===== src/rtl/tdm_pkg.sv =====
// Shared TDM helpers: frame-length arithmetic, counter widths and the slot-bit to
// sample-bit mapping used by both the transmit framer and the future receive deframer.
package tdm_pkg;

  function automatic int tdm_clog2(input int value);
    int r;
    r = 0;
    while ((1 << r) < value) r++;
    return r;
  endfunction

  function automatic int tdm_frame_bclk(input int num_ch, input int slot_w);
    return num_ch * slot_w;
  endfunction

  function automatic int tdm_frame_mclk(input int num_ch, input int slot_w, input int mclk_div);
    return tdm_frame_bclk(num_ch, slot_w) * mclk_div;
  endfunction

  // Width of a counter running 0..n-1, never narrower than one bit.
  function automatic int tdm_cnt_w(input int n);
    return (n > 1) ? tdm_clog2(n) : 1;
  endfunction

  // Bit of the packed sample vector carried by frame bit bit_idx, or -1 for slot padding.
  function automatic int tdm_slot_src(input int bit_idx, input int slot_w, input int sample_w);
    int pos;
    pos = bit_idx % slot_w;
    if (pos >= sample_w) return -1;
    return (bit_idx / slot_w) * sample_w + (sample_w - 1 - pos);
  endfunction

endpackage


===== src/rtl/tdm_frame_timer.sv =====
// Free-running frame counter producing registered bclk/wclk/frame_start (one mclk behind cnt)
// plus combinational load (cnt==0), bit_edge (phase 0) and bit index strobes. No backpressure.
module tdm_frame_timer
  import tdm_pkg::*;
#(
  parameter int NUM_CH   = 4,
  parameter int SLOT_W   = 32,
  parameter int MCLK_DIV = 2,
  localparam int FRAME_MCLK = tdm_frame_mclk(NUM_CH, SLOT_W, MCLK_DIV),
  localparam int CNT_W      = tdm_cnt_w(FRAME_MCLK),
  localparam int PH_W       = tdm_clog2(MCLK_DIV),
  localparam int BIT_W      = CNT_W - PH_W
) (
  input  logic             mclk,
  input  logic             rst_n,
  output logic             bclk,
  output logic             wclk,
  output logic             frame_start,
  output logic             load,
  output logic             bit_edge,
  output logic [BIT_W-1:0] bit_idx
);

  logic [CNT_W-1:0] cnt;
  logic [PH_W-1:0]  phase;

  assign phase    = cnt[PH_W-1:0];
  assign bit_idx  = cnt[CNT_W-1:PH_W];
  assign load     = (cnt == '0);
  assign bit_edge = (phase == '0);

  always_ff @(posedge mclk or negedge rst_n) begin
    if (!rst_n) begin
      cnt         <= '0;
      bclk        <= 1'b0;
      wclk        <= 1'b0;
      frame_start <= 1'b0;
    end else begin
      cnt         <= (cnt == CNT_W'(FRAME_MCLK - 1)) ? '0 : cnt + 1'b1;
      // MCLK_DIV is a power of two, so phase >= MCLK_DIV/2 is just the phase MSB.
      bclk        <= phase[PH_W-1];
      wclk        <= (bit_idx == '0);
      frame_start <= load;
    end
  end

endmodule


===== src/rtl/tdm_tx_framer.sv =====
// TDM transmitter: one-frame holding buffer (din_ready = buffer empty), frames load at cnt==0 and
// shift out MSB-first one mclk after the counter. TDM_TX_REPEAT_ON_UNDERRUN_EN repeats the last frame on underrun.
module tdm_tx_framer
  import tdm_pkg::*;
#(
  parameter int NUM_CH   = 4,
  parameter int SAMPLE_W = 16,
  parameter int SLOT_W   = 32,
  parameter int MCLK_DIV = 2
) (
  input  logic                       mclk,
  input  logic                       rst_n,
  input  logic [NUM_CH*SAMPLE_W-1:0] din,
  input  logic                       din_valid,
  output logic                       din_ready,
  output logic                       bclk,
  output logic                       wclk,
  output logic                       tdm_out,
  output logic                       frame_start,
  output logic                       underrun,
  input  logic                       underrun_clr
);

  localparam int DIN_W      = NUM_CH * SAMPLE_W;
  localparam int FRAME_BCLK = tdm_frame_bclk(NUM_CH, SLOT_W);
  localparam int BIT_W      = tdm_cnt_w(tdm_frame_mclk(NUM_CH, SLOT_W, MCLK_DIV)) - tdm_clog2(MCLK_DIV);

  logic                  load;
  logic                  bit_edge;
  logic [BIT_W-1:0]      bit_idx;
  logic [DIN_W-1:0]      hold_q;
  logic                  hold_full;
  logic                  armed;
  logic                  accept;
  logic [FRAME_BCLK-1:0] shift_q;
  logic [FRAME_BCLK-1:0] frame_fmt;
  logic [FRAME_BCLK-1:0] frame_next;

  tdm_frame_timer #(
    .NUM_CH   (NUM_CH),
    .SLOT_W   (SLOT_W),
    .MCLK_DIV (MCLK_DIV)
  ) u_timer (
    .mclk        (mclk),
    .rst_n       (rst_n),
    .bclk        (bclk),
    .wclk        (wclk),
    .frame_start (frame_start),
    .load        (load),
    .bit_edge    (bit_edge),
    .bit_idx     (bit_idx)
  );

  // Frame bit b is what goes on the wire during bit index b.
  for (genvar b = 0; b < FRAME_BCLK; b++) begin : g_map
    localparam int SRC = tdm_slot_src(b, SLOT_W, SAMPLE_W);
    if (SRC >= 0) begin : g_dat
      assign frame_fmt[b] = hold_q[SRC];
    end else begin : g_pad
      assign frame_fmt[b] = 1'b0;
    end
  end

`ifdef TDM_TX_REPEAT_ON_UNDERRUN_EN
  assign frame_next = hold_full ? frame_fmt : shift_q;
`else
  assign frame_next = hold_full ? frame_fmt : '0;
`endif

  assign din_ready = ~hold_full;
  assign accept    = din_valid & ~hold_full;

  // An accept coinciding with an empty-buffer load fills hold for the next frame only.
  always_ff @(posedge mclk or negedge rst_n) begin
    if (!rst_n) begin
      hold_q    <= '0;
      hold_full <= 1'b0;
    end else if (accept) begin
      hold_q    <= din;
      hold_full <= 1'b1;
    end else if (load) begin
      hold_full <= 1'b0;
    end
  end

  always_ff @(posedge mclk or negedge rst_n) begin
    if (!rst_n) begin
      shift_q  <= '0;
      tdm_out  <= 1'b0;
      armed    <= 1'b0;
      underrun <= 1'b0;
    end else begin
      if (load) begin
        shift_q <= frame_next;
        tdm_out <= frame_next[0];
        if (hold_full) armed <= 1'b1;
      end else if (bit_edge) begin
        tdm_out <= shift_q[bit_idx];
      end
      if (underrun_clr)
        underrun <= 1'b0;
      else if (load && !hold_full && armed)
        underrun <= 1'b1;
    end
  end

endmodule


===== config.mk =====
export PLATFORM = sky130hd
export DESIGN_NAME = tdm_tx_framer
export DESIGN_NICKNAME = d
export VERILOG_FILES = /design/src/rtl/tdm_pkg.sv /design/src/rtl/tdm_frame_timer.sv /design/src/rtl/tdm_tx_framer.sv
export SDC_FILE = /design/constraint.sdc
export NUM_CORES = 1
export LEC_CHECK = 0
export CAP_MARGIN = 15
export CORE_ASPECT_RATIO = 1.2
export CORE_MARGIN = 4
export CORE_UTILIZATION = 39
export DETAILED_ROUTE_END_ITERATION = 8
export SETUP_SLACK_MARGIN = 0.4
export SLEW_MARGIN = 5
export SYNTH_ARGS = -nofsm -noshare
export SYNTH_HDL_FRONTEND = slang
export SYNTH_HIERARCHICAL = 1
export SYNTH_SLANG_ARGS = --single-unit

===== constraint.sdc =====
create_clock -name mclk -period 6.3 [get_ports mclk]
set_clock_uncertainty 0.2 [all_clocks]
set_input_delay 1.26 -clock mclk [delete_from_list [all_inputs] [get_ports mclk]]
set_output_delay 1.26 -clock mclk [all_outputs]
set_load 0.02 [all_outputs]

==> impl_summary.txt <==
----------------------------------------------------
[Global route]
  Pin count of the biggest net entering global routing ... 128
  Congestion Overflow GR ... 0
  Wire length of the first global-routing pass ... 20800 um
  Overall track demand over capacity in global routing ... 0.147
  Via count of the first global-routing pass ... 4384
  Initial antenna violation count ... 0

[Placed design]
  Port-buffer cells ... 73
  Final weighted congestion of routability-driven global placement ... 0.724
  HPWL Detailed ... 7910 um

[Clocking]
  Number of buffers created by CTS ... 17
  # resized after CTS ... 0
  Maximum level of the CTS H-tree ... 4
  Number of hold buffers added after cts ... 0
  Clock-pin slew of the registers on the worst-case setup and hold paths ... 0.06 ns
  Number of buffers inserted to repair setup after CTS ... 0
  Skew-Pair Late Insertion Delay ... 0.41 ns
  Clock Path Buffers ... 2
  Cell chosen for the clock root ... sky130_fd_sc_hd__clkbuf_16
  Num Clock Sinks ... 143
  Clock tree from TritonCTS ... done

[Yosys]
  Most frequently used cell type in the post-synthesis netlist ... sky130_fd_sc_hd__dfrtp_1
  Average cell area after synthesis ... 11.9 um^2
  Post-synth design cell area ... 0.00616 mm^2
  Share of Yosys cell area claimed by the top area cell type ... 0.580
  Portion of the post-synthesis area used by sequential elements ... 0.580
  Number of flip-flops and latches in the synthesized netlist ... 143
  Unique cell type count in the Yosys netlist ... 39
  Post-synthesis async set-or-reset flop share ... 1.00
  Commonest cells post-synth ... sky130_fd_sc_hd__dfrtp_1 (143), sky130_fd_sc_hd__inv_1 (69), sky130_fd_sc_hd__o21ai_0 (66)
  Net count after synthesis ... 590
  Yosys warns ... 6
  EDFF count, synth ... 0
  Biggest area consumer among synthesized cells ... sky130_fd_sc_hd__dfrtp_1
  Cell types occupying the most area after synthesis ... sky130_fd_sc_hd__dfrtp_1 (58%), sky130_fd_sc_hd__mux2_2 (12%), sky130_fd_sc_hd__o21ai_0 (5.4%), sky130_fd_sc_hd__mux4_2 (4.7%), sky130_fd_sc_hd__nand3_1 (4.7%)
  Synth Instances ... 520
  Main flop type after synthesis ... sky130_fd_sc_hd__dfrtp_1

[Route]
  Average detailed-routed wire length per instance ... 15.6 um
  Average via count per standard cell ... 4.96
  Number of vias after detailed routing ... 3940
  Length of the first detailed-routing pass in iterations ... 5
  Total routed wirelength ... 12400 um
  Count of nets left with antenna violations after detail routing ... 0
  DRC violations left ... 0
  Violation count after the first detailed-routing iteration ... 214

[Cells and area]
  Fill cell count ... 1352
  Largest regs ... hold_q (64), shift_q (64), u_timer/cnt (8)
  Area growth, synth to finish ... 23.4%
  Layout cell share with drive strength beyond 1 ... 0.205
  Total number of nets in the final design ... 644
  Total inserted antenna cells ... 0

[Timing]
  Max Transition Viols Final ... 0
  Final period demand of the worst path ... 3.73 ns
  Fmax achieved ... 0.268 GHz
  Slew margin rel. ... 0.242
  Worst Max-Slew Pin Slew ... 1.14 ns
  Fin. Hold Viols ... 0
  Period Utilization, post-route ... 0.592
  Setup violation total in the final timing report ... 0
  Setup repair after global routing missed its margin ... no
  Total negative slack ... 0 ns

[Pwr]
  Leakage Power ... 3.18 nW
  Maximum VDD drop ... 0.163 mV
  Overall power of the completed layout ... 0.00216 W
  Power density relative to cell area ... 284 mW/mm^2

[Flow run]
  Max-cap violations ... 0

[Floorplan]
  Num rows ... 50
  Height of the chip ... 146 um
  Total core area ... 0.0156 mm^2
  Starting density of the core ... 0.396
  I/O pin count ... 74
  Area of the die ... 0.0179 mm^2
  Chip width ... 123 um

[Critical path]
  Launching element type of the critical path ... flop
  Type of element capturing the critical path ... output pin
  Kind of critical path ... reg -> out
  Maximum fanout count along the critical path ... 61
  Data required, critical path ... 4.84 ns
  CP arrival ... 2.27 ns

[Run status]
  Outcome ... finished clean

[Worst hold path]
  Path type of the worst min-delay path ... reg -> reg

----------------------------------------------------
worst max-delay path, stage by stage, from the launching register on:
cell and delay [ns]:
sky130_fd_sc_hd__dfrtp_2 1.11, sky130_fd_sc_hd__inv_1 0.16, sky130_fd_sc_hd__clkdlybuf4s50_1 0.59
layout make-up:
class | instances | area, um^2 | area share
inverter | 69 | 259 | 0.0341
tap | 208 | 260 | 0.0342
timing repair buffer | 77 | 782 | 0.103
clock buffer | 20 | 447 | 0.0587
sequential | 143 | 3580 | 0.471
clock inverter | 11 | 141 | 0.0186
multi-input combinational | 266 | 2140 | 0.281
final timing paths:
check | end | slack, ns | start | depth (start not counted)
worst min register to register | armed | 0.27 | armed | 1
min in group asynchronous | hold_q[11] | 0.70 | rst_n | 1
max in group asynchronous | shift_q[39] | 3.95 | rst_n | 2
worst max-delay path | din_ready | 2.57 | hold_full | 2
worst max register to register | tdm_out | 3.05 | u_timer/cnt[1] | 8
worst min-delay path | armed | 0.27 | armed | 1
kinds of logic after synthesis:
group | share of synthesized area
XOR/XNOR | 0.00568
AND/OR/NAND/NOR | 0.0828
multiplexers | 0.187
buffers and inverters | 0.0751
AO/OA/AOI/OAI | 0.0654
flip-flops | 0.580
adder cells (fa/ha/maj) | 0.00406
through the flow:
stage,setup slack [ns],std cells,hold slack [ns],area [um^2],utilization
final,2.57,794,0.272,7600,0.488
after global routing,2.41,794,0.294,7600,0.488
after CTS,2.51,793,0.274,7580,0.486
after detailed placement,2.42,762,0.265,6990,0.449
after global placement,2.52,762,0.261,6990,0.449
after floorplan,3.60,520,0.240,6160,-
metal layers:
| metal | GRT usage | up-vias | share of wire |
|---|---|---|---|
| li1 | - | 1880 | - |
| met1 | 0.177 | 1995 | 0.42 |
| met2 | 0.251 | 55 | 0.53 |
| met3 | 0.0342 | 10 | 0.030 |
| met4 | 0.0577 | 0 | 0.015 |
| met5 | 0 | - | 0 |
where the power goes:
group	internal [W]	leakage (nW)	switching [W]
logic	0.0000897	1.07	0.0000462
registers	0.000994	1.83	0.0000399
clock network	0.000628	0.282	0.000363
placed cells by master, fill, tap and decap left out, drive strengths merged:
cell type      instances
bufinv                 3
clkinv                 5
nand4                  2
inv                   69
a41oi                  1
nor2                   9
a31oi                  3
mux2                  65
mux4                  17
or2                    1
clkinvlp               3
a311o                  1
clkbuf                20
nor3                   2
a22o                   1
nand4b                 1
nor4b                  1
dfrtp                143
a2111oi                1
a21oi                  2
a211oi                 1
or3                    1
nand3                 59
xor2                   3
o21ai                 66
and3                   2
ha                     2
xnor2                  1
clkdlybuf4s50         72
nand2                 15
nor4                   2
nor2b                  2
and2                   1
and4                   2
buf                    5
mux2i                  2
No activity file was read; power rests on OpenSTA's default activity.
